## src/rtl/MD_pkg.sv

```systemverilog
`default_nettype none
// ============================================================================
// Module      : MD_pkg
// Description : Shared MD types and constants used by the force-cache blocks.
// Revision    : 1.0  initial release
// ============================================================================
package MD_pkg;

    localparam int PARTICLE_ID_WIDTH    = 4;
    localparam int FRC_DRAIN_FIFO_DEPTH = 4;

    typedef logic [31:0] float_data_t;

    typedef struct packed {
        logic [PARTICLE_ID_WIDTH-1:0] parid;
        float_data_t                  frc;
    } frc_beat_t;

    typedef enum logic [1:0] {
        S_IDLE  = 2'd0,
        S_ISSUE = 2'd1,
        S_FLUSH = 2'd2,
        S_DONE  = 2'd3
    } drain_state_t;

endpackage
`default_nettype wire

```

## src/rtl/frc_drain_fifo.sv

```systemverilog
`default_nettype none
// ============================================================================
// Module      : frc_drain_fifo
// Description : Synchronous show-ahead FIFO with occupancy count output.
// Revision    : 1.0  initial release
// ============================================================================
module frc_drain_fifo #(
    parameter int WIDTH = 8,
    parameter int DEPTH = 4
) (
    input  logic                      clk,
    input  logic                      rst,
    input  logic                      push,
    input  logic [WIDTH-1:0]          push_data,
    input  logic                      pop,
    output logic [WIDTH-1:0]          head_data,
    output logic [$clog2(DEPTH):0]    count
);
    localparam int               c_aw         = $clog2(DEPTH);
    localparam logic [c_aw:0]    c_full_count = (c_aw+1)'(DEPTH);

    logic [WIDTH-1:0] r_mem [DEPTH];
    logic [c_aw-1:0]  r_wr_ptr;
    logic [c_aw-1:0]  r_rd_ptr;
    logic [c_aw:0]    r_count;
    logic             w_push;
    logic             w_pop;

    assign w_push    = push && (r_count != c_full_count);
    assign w_pop     = pop && (r_count != '0);
    assign head_data = r_mem[r_rd_ptr];
    assign count     = r_count;

    // Storage is left unreset; the consumer only looks at the head while count is non-zero.
    always_ff @(posedge clk) begin
        if (w_push) begin
            r_mem[r_wr_ptr] <= push_data;
        end
    end

    always_ff @(posedge clk) begin
        if (rst) begin
            r_wr_ptr <= '0;
            r_rd_ptr <= '0;
            r_count  <= '0;
        end else begin
            if (w_push) r_wr_ptr <= r_wr_ptr + 1'b1;
            if (w_pop)  r_rd_ptr <= r_rd_ptr + 1'b1;
            r_count <= r_count + {{c_aw{1'b0}}, w_push} - {{c_aw{1'b0}}, w_pop};
        end
    end

endmodule
`default_nettype wire

```

## src/rtl/frc_cache_drain.sv

```systemverilog
`default_nettype none
// ============================================================================
// Module      : frc_cache_drain
// Description : Sweeps a force cache, clears each entry and streams (parid, force).
// Revision    : 1.0  initial release
// ============================================================================
module frc_cache_drain
    import MD_pkg::*;
#(
    parameter int RD_LATENCY = 1,
    parameter int FIFO_DEPTH = FRC_DRAIN_FIFO_DEPTH
) (
    input  logic                         clk,
    input  logic                         rst,
    input  logic                         start,
    input  logic [PARTICLE_ID_WIDTH:0]   num_particles,
    output logic [PARTICLE_ID_WIDTH-1:0] frc_rd_addr,
    input  float_data_t                  frc_rd_data,
    output logic                         frc_wr_en,
    output logic [PARTICLE_ID_WIDTH-1:0] frc_wr_addr,
    output float_data_t                  frc_wr_data,
    output logic                         out_valid,
    input  logic                         out_ready,
    output logic [PARTICLE_ID_WIDTH-1:0] out_parid,
    output float_data_t                  out_frc,
    output logic                         busy,
    output logic                         done
);
    localparam int c_id_w  = PARTICLE_ID_WIDTH;
    localparam int c_cnt_w = $clog2(FIFO_DEPTH) + 1;

    drain_state_t        r_state;
    logic [c_id_w:0]     r_next_id;
    logic [c_id_w:0]     r_num;
    logic [c_id_w-1:0]   r_rd_addr;
    logic [RD_LATENCY:0] r_pipe_vld;
    logic [c_id_w-1:0]   r_pipe_id [RD_LATENCY+1];
    logic                r_busy;
    logic                r_done;

    logic [c_cnt_w-1:0]  w_fifo_count;
    logic [c_cnt_w-1:0]  w_inflight;
    logic                w_credit_ok;
    logic                w_start_issue;
    logic                w_issue;
    logic [c_id_w:0]     w_issue_id;
    logic [c_id_w:0]     w_next_after;
    logic                w_pop;
    logic                w_flush_empty;
    frc_beat_t           w_push_beat;
    frc_beat_t           w_head_beat;

    // Stage 0 of the pipe is aligned with the address register, so the tail
    // (stage RD_LATENCY) lines up with the cache returning data.
    always_comb begin
        w_inflight = '0;
        for (int i = 0; i <= RD_LATENCY; i++) begin
            w_inflight = w_inflight + {{(c_cnt_w-1){1'b0}}, r_pipe_vld[i]};
        end
    end

    assign w_credit_ok   = ({1'b0, w_inflight} + {1'b0, w_fifo_count}) < (c_cnt_w+1)'(FIFO_DEPTH);
    assign w_start_issue = (r_state == S_IDLE) && start && (num_particles != '0);
    assign w_issue       = w_start_issue ||
                           ((r_state == S_ISSUE) && (r_next_id < r_num) && w_credit_ok);
    assign w_issue_id    = w_start_issue ? '0 : r_next_id;
    assign w_next_after  = w_issue ? (w_issue_id + 1'b1) : r_next_id;
    assign w_pop         = out_valid && out_ready;
    // True when nothing will remain in flight or buffered after this edge.
    assign w_flush_empty = (r_pipe_vld == '0) &&
                           ((w_fifo_count == '0) || ((w_fifo_count == c_cnt_w'(1)) && w_pop));

    always_ff @(posedge clk) begin
        if (rst) begin
            r_state    <= S_IDLE;
            r_next_id  <= '0;
            r_num      <= '0;
            r_rd_addr  <= '0;
            r_pipe_vld <= '0;
            for (int i = 0; i <= RD_LATENCY; i++) r_pipe_id[i] <= '0;
            r_busy     <= 1'b0;
            r_done     <= 1'b0;
        end else begin
            r_done     <= 1'b0;
            r_pipe_vld <= {r_pipe_vld[RD_LATENCY-1:0], w_issue};
            r_pipe_id[0] <= w_issue_id[c_id_w-1:0];
            for (int i = 1; i <= RD_LATENCY; i++) r_pipe_id[i] <= r_pipe_id[i-1];
            if (w_issue) begin
                r_rd_addr <= w_issue_id[c_id_w-1:0];
                r_next_id <= w_next_after;
            end
            case (r_state)
                S_IDLE: begin
                    if (start) begin
                        r_num  <= num_particles;
                        r_busy <= 1'b1;
                        if (num_particles == '0) begin
                            r_state <= S_DONE;
                            r_done  <= 1'b1;
                        end else begin
                            r_state <= S_ISSUE;
                        end
                    end
                end
                S_ISSUE: begin
                    if (w_next_after == r_num) r_state <= S_FLUSH;
                end
                S_FLUSH: begin
                    if (w_flush_empty) begin
                        r_state <= S_DONE;
                        r_done  <= 1'b1;
                    end
                end
                S_DONE: begin
                    r_state <= S_IDLE;
                    r_busy  <= 1'b0;
                end
                default: r_state <= S_IDLE;
            endcase
        end
    end

    assign w_push_beat.parid = r_pipe_id[RD_LATENCY];
    assign w_push_beat.frc   = frc_rd_data;

    frc_drain_fifo #(
        .WIDTH ($bits(frc_beat_t)),
        .DEPTH (FIFO_DEPTH)
    ) u_fifo (
        .clk       (clk),
        .rst       (rst),
        .push      (r_pipe_vld[RD_LATENCY]),
        .push_data (w_push_beat),
        .pop       (w_pop),
        .head_data (w_head_beat),
        .count     (w_fifo_count)
    );

    assign frc_rd_addr = r_rd_addr;
    assign frc_wr_en   = r_pipe_vld[RD_LATENCY];
    assign frc_wr_addr = r_pipe_id[RD_LATENCY];
    assign frc_wr_data = '0;
    assign out_valid   = (w_fifo_count != '0);
    assign out_parid   = out_valid ? w_head_beat.parid : '0;
    assign out_frc     = out_valid ? w_head_beat.frc : '0;
    assign busy        = r_busy;
    assign done        = r_done;

endmodule
`default_nettype wire

```

## config.mk

```make
export PLATFORM = sky130hd
export DESIGN_NAME = frc_cache_drain
export DESIGN_NICKNAME = d
export VERILOG_FILES = /design/src/rtl/MD_pkg.sv /design/src/rtl/frc_drain_fifo.sv /design/src/rtl/frc_cache_drain.sv
export SDC_FILE = /design/constraint.sdc
export NUM_CORES = 1
export LEC_CHECK = 0
export BUFFER_PORTS_ARGS = -buffer_cell sky130_fd_sc_hd__buf_2
export CAP_MARGIN = 20
export CORE_ASPECT_RATIO = 0.7
export CORE_UTILIZATION = 50
export DETAILED_ROUTE_END_ITERATION = 16
export PLACE_DENSITY = 0.72
export SKIP_LAST_GASP = 1
export SYNTH_ARGS = -nofsm -noshare
export SYNTH_HDL_FRONTEND = slang
export SYNTH_SLANG_ARGS = --single-unit
export TNS_END_PERCENT = 50
```

## constraint.sdc

```tcl
create_clock -name clk -period 4.35 [get_ports clk]
set_clock_uncertainty 0.05 [all_clocks]
set_input_delay 0.2175 -clock clk [delete_from_list [all_inputs] [get_ports clk]]
set_output_delay 0.2175 -clock clk [all_outputs]
set_load 0.005 [all_outputs]
```

==> results.txt, run 1 <==
die span in y: 105 um
startpoint types: primary input
CTS tree: yes
core area: 14800 um2
Crit path max-delay family: simple AND/OR/NAND/NOR gates
Clock Pin Slew Worst Setup and Hold Paths: 0.07 ns
# diodes: 0
unrepaired setup endpoints after global routing: false
commonest cells after routing, fill and taps aside: edfxtp_1 (144), buf_2 (88), and2_1 (41), mux4_2 (36), dlygate4sd3_1 (36)
DRC errors left: 0
die area: 15700 um2
Critical Path Fanout Max: 12
reg2reg start: r_state[0]
Yosys cell types: 49
Tcrit/Tclk final: 83.0%
Root Driver: clkbuf_16
IO Count: 121
Final GP Congestion: 0.846
Rows: 37
kind of critical path: in2reg
Slew HR: 31.0%
register area share after synthesis: 66.5%
WP data arrival: 3.87 ns
outcome: complete, no violations
R2R setup slack: 1.02 ns
crit path capture: r_state[1]
final slew viol count: 0
initial antenna violation count: 0
post-layout min period: 3.61 ns
Synth async-reset ratio: 0%
R2R depth: 12
Levels on crit path: 12
Area growth syn-to-layout: 18.5%
Final ANT Viol Nets: 0
Congestion Overflow GR: 0
Pre-antenna DRT Iters: 5
Final #Nets: 668
mapped cell area: 7610 um2
vias per inst: 5.25
layout cells sized above 1: 28.3%
RR Endpoint: r_state[1]
Syn Area/Cell: 15.7 um2
final hold violations: 0
max cap viols: 0
total track usage: 19.4%
number of global-route vias before repair: 4383
Post-synth EDFFs: 144
die span in x: 150 um
Syn Inst Count: 486
TritonCTS Buffers: 17
static leakage: 3.34 nW
Final HPWL DP: 8.57 mm
count of buffers from port buffering: 88
H-tree depth: 4
Clock Path Buffers: 2
Starting Density: 51.6%
initial detailed-routing violation count: 339
synth warn: 0
clock latency on the worst-skew pair: 0.42 ns
Worst path max stage delay: 0.57 ns
CP Capture Type: register
Max Freq: 0.277 GHz
most common flop cell mapped by yosys: edfxtp_1
CP Launch Point: num_particles[2]
Inst Count DP: 747
final setup vio count: 0
PwrDens: 541 nW/um2
Setup TNS Final: 0 ns
Bufs and invs on worst path: 2
final WL: 14.4 mm
worst path cell trace: dlygate4sd3_1 > buf_2 > or4_4 > o21ai_2 > and2_1 > ha_1 > nand3_1 > or3_1 > a21o_1 > xnor2_2 > a31oi_1 > mux2_1
maximum vdd drop: 0.282 mV
Cell Count, Final, Fillers Out: 816
first-pass GRT wire length: 22.2 mm
CP max stage cell: or4_4
Seq cells post-synth: 181
CTS sink count: 181
largest net degree at the start of global routing: 38
worst path required time: 4.61 ns
WL/cell: 17.7 um
Worst Tran Pin Value: 1.03 ns
hold crit path type: in2reg
via count: 4282
commonest non-fill, non-tap cell in the layout: edfxtp_1
[registers in the layout (all words and copies together), names as in the netlist, named ones only]
signal / flops
done: 1
r_state: 2
u_fifo.r_mem: 144
u_fifo.count: 3
u_fifo.r_rd_ptr: 2
u_fifo.r_wr_ptr: 2
busy: 1
r_pipe_vld: 2
r_next_id: 5
r_num: 5
r_pipe_id: 8
frc_rd_addr: 4
[tightest hold or removal path, cell delays in order]
cell and delay [ns]:
buf_2 0.14, nand2_1 0.07, a21oi_1 0.05
[repair_timing]
item	4_1_cts	5_1_grt
endpoints found under the setup margin	0	0
buffers inserted	0	0
resized for setup	0	0
hold endpoints to repair	132	0
hold buffers	36	0
[cell usage after synthesis, types with 2 or more instances]
cell type,count,area [um2]
clkbuf_1,13,48.8
or3_1,3,18.8
and2_1,45,282
nand2_1,28,105
and3_1,5,31.3
o21ai_1,4,20.0
o21ai_2,2,17.5
inv_1,12,45.0
nor2b_1,7,43.8
mux4_2,36,811
ha_1,18,225
buf_6,2,22.5
edfxtp_1,144,4320
buf_4,37,278
xor2_1,3,26.3
a21o_1,2,15.0
dfxtp_1,37,741
a21oi_1,17,85.1
buf_1,3,11.3
o21ai_0,9,45.0
nand3_1,4,20.0
xnor2_1,6,52.6
inv_2,2,7.51
nor2_1,22,82.6
[area by class of cell]
cell class,count,area [um2]
clock buffers,18,429
clock inverters,14,128
fillers,1095,5750
inverters,14,52.6
multi-input cells,267,2260
flip-flops and latches,181,5070
well taps,195,244
repair buffers,127,843
[layer usage]
layer  global-route usage, %  up-vias  share of wire (%)
met4                    7.07        0                1.4
met2                    31.0      147                 48
li1                        -     1975                  -
met1                    24.9     2138                 44
met5                       0        -                  0
met3                    6.06       22                6.0
[how the worst min path moves through the flow]
stage                           startpoint                  to  cells past startpoint
final                     num_particles[4]            r_num[4]                      3
after global routing      num_particles[4]            r_num[4]                      3
after CTS                 num_particles[4]            r_num[4]                      3
after detailed placement   r_pipe_id[0][1]     r_pipe_id[0][5]                      1
after global placement     r_pipe_id[0][3]     r_pipe_id[0][7]                      1
after floorplan             frc_rd_data[0]  u_fifo.r_mem[0][0]                      0
[kinds of logic (layout without fill, tap and decap cells)]
kind of cell / count (synthesis) / count (layout) / synth area share (%)
xor gates and xnor gates: 10 / 10 / 1.25
buffers and inverters: 69 / 173 / 5.42
AOI/OAI and AO/OA: 47 / 47 / 4.26
DFF: 181 / 181 / 66.5
other: 1 / 32 / 0.0492
muxes: 38 / 38 / 10.9
adders and majority gates: 19 / 19 / 3.22
and+or+nand+nor: 121 / 121 / 8.36
[stage by stage]
step | power, mW | utilization, % | setup WS [ns] | hold slack [ns] | cell area (um2)
6_report | 4.88 | 61.1 | 0.741 | 0.0519 | 9020
5_1_grt | 5.13 | 61.1 | 0.605 | 0.0539 | 9020
4_1_cts | 4.90 | 60.9 | 0.864 | 0.0294 | 8990
3_5_place_dp | 3.43 | 54.7 | 0.979 | 0.378 | 8080
3_3_place_gp | 3.39 | 54.7 | 1.11 | 0.367 | 8080
2_1_floorplan | 3.01 | - | 1.26 | 0.266 | 7730
[power by group]
part | internal, mW | switching [mW]
sequential | 1.98 | 0.130
combinational | 0.677 | 0.645
clock | 0.796 | 0.648
(Power assumes the default switching activity.)
==> run 2, diff against run 1 <==
==> constraint.sdc (replaced) <==
create_clock -name clk -period 3.7 [get_ports clk]
set_clock_uncertainty 0.05 [all_clocks]
set_input_delay 0.185 -clock clk [delete_from_list [all_inputs] [get_ports clk]]
set_output_delay 0.185 -clock clk [all_outputs]
set_load 0.005 [all_outputs]
==> run 2 against run 1 <==
Flip-flop and latch count did not move. Largest cell class unchanged. Largest power group unchanged. Register-to-register slack got worse by 0.60 ns. Critical path type unchanged. Clock power rose by 15%. Final area fell by 0.32%.
==> results.txt, run 2 (synthesized netlist as in run 1, its figures left out) <==
unrepaired setup endpoints after global routing: false
WP data arrival: 3.64 ns
worst path required time: 3.95 ns
FILL cells: 1104
Congestion Overflow GR: 0
leading registers by flop count: u_fifo.r_mem x144, r_pipe_id x8
R2R depth: 9
H-tree depth: 4
post-layout min period: 3.40 ns
outcome: complete, no violations
count of buffers from port buffering: 88
CTS tree: yes
DRC errors left: 0
Rows: 37
fin worst setup slack: 0.305 ns
Starting Density: 51.6%
worst hold stages: 3
via count: 4256
PwrDens: 630 nW/um2
hold crit path type: in2reg
launch point of the worst hold path: num_particles[4]
initial detailed-routing violation count: 291
post-CTS setup buffer count: 0
Final #Nets: 669
CP max stage cell: or4_4
# diodes: 0
CTS sink count: 181
Setup TNS Final: 0 ns
IO Count: 121
final hold violations: 0
final slew viol count: 0
core area: 14800 um2
vias per inst: 5.21
worst hold endpoint: r_num[4]
CP Launch Point: num_particles[2]
die area: 15700 um2
die span in x: 150 um
commonest non-fill, non-tap cell in the layout: edfxtp_1
final setup vio count: 0
clock latency on the worst-skew pair: 0.42 ns
initial antenna violation count: 0
kind of critical path: in2reg
RR Endpoint: r_state[1]
Slew HR: 29.9%
Multi-input gate area: 2260 um2
Pre-antenna DRT Iters: 5
Crit path max-delay family: simple AND/OR/NAND/NOR gates
maximum vdd drop: 0.330 mV
TritonCTS Buffers: 17
Reg with most FFs: u_fifo.r_mem
CP Capture Type: register
die span in y: 105 um
Critical Path Fanout Max: 8
Worst path max stage delay: 0.56 ns
Final ANT Viol Nets: 0
worst path cell trace: dlygate4sd3_1 > buf_2 > or4_4 > o21ai_2 > and2_1 > ha_1 > nand3_1 > or3_1 > a21o_1 > xnor2_2 > a31oi_1 > mux2_1
Worst Tran Pin Value: 1.05 ns
worst slack, placed: 0.440 ns
reg2reg start: u_fifo.count[0]
Root Driver: clkbuf_16
Clock Pin Slew Worst Setup and Hold Paths: 0.06 ns
WL/cell: 17.2 um
final WL: 14.0 mm
max cap viols: 0
power after layout: 5.66 mW
startpoint types: primary input
total track usage: 19.3%
Clock Path Buffers: 2
Tcrit/Tclk final: 91.8%
R2R setup slack: 0.42 ns
largest net degree at the start of global routing: 38
max reg flops: 144
first-pass GRT wire length: 22.4 mm
Final GP Congestion: 0.813
Area growth syn-to-layout: 18.1%
static leakage: 3.32 nW
Max Freq: 0.295 GHz
layout cells sized above 1: 27.7%
Bufs and invs on worst path: 2
Storage cell area: 5070 um2
Final HPWL DP: 8.63 mm
commonest cells after routing, fill and taps aside: edfxtp_1 (144), buf_2 (88), and2_1 (41), mux4_2 (36), dlygate4sd3_1 (36)
number of global-route vias before repair: 4321
run 2: cell count changes in the layout (fill, tap and decap cells not counted), moves of 2 or more:
cell,previous run,this run
inv_6,3,1
clkinv_2,5,2
clkinv_1,0,4
buf_4,2,4
run 2: tightest hold or removal path, delay by kind of cell:
| kind | cells | cell delay (ns) |
|---|---|---|
| AND/OR/NAND/NOR | 1 | 0.07 |
| buffers and inverters | 1 | 0.14 |
| AO/OA/AOI/OAI | 1 | 0.05 |
run 2: worst max path at each step:
stage | end | depth (start not counted)
2_1_floorplan | r_state[1] | 15
3_3_place_gp | r_state[1] | 9
3_5_place_dp | r_state[1] | 9
4_1_cts | r_state[1] | 12
5_1_grt | r_state[1] | 13
6_report | r_state[1] | 12
run 2: routing by layer:
| layer | up-vias | global-route usage [%] | routed length [um] |
|---|---|---|---|
| met5 | - | 0 | 0 |
| met2 | 145 | 30.3 | 6690 |
| met3 | 14 | 5.37 | 817 |
| met4 | 0 | 5.76 | 133 |
| met1 | 2123 | 26.1 | 6400 |
| li1 | 1974 | - | - |
run 2: repair_timing:
action                    4_1_cts  5_1_grt
hold endpoints to repair      132        0
hold buffers                   36        0
gates resized for setup         0        0
run 2: layout make-up:
cell class              instances  area share, %
clock buffers                  19           4.81
clock inverters                13           1.20
inverters                      14          0.584
multi-input cells             267           25.1
flip-flops and latches        181           56.3
well taps                     195           2.71
repair buffers                128           9.24
run 2: report_power, final:
| part | switching (mW) | total, mW | internal (mW) |
|---|---|---|---|
| Combinational | 0.738 | 1.52 | 0.781 |
| Clock | 0.726 | 1.65 | 0.923 |
| Sequential | 0.165 | 2.50 | 2.33 |
run 2: per-stage QoR:
step	hold slack (ns)	instances	utilization, %	instance area [um2]
after floorplan	0.234	517	-	7730
after detailed placement	0.353	749	54.8	8090
final	0.0257	817	60.9	8990
after global routing	0.0222	817	60.9	8990
after global placement	0.345	749	54.8	8090
after CTS	0.00539	817	60.9	8990
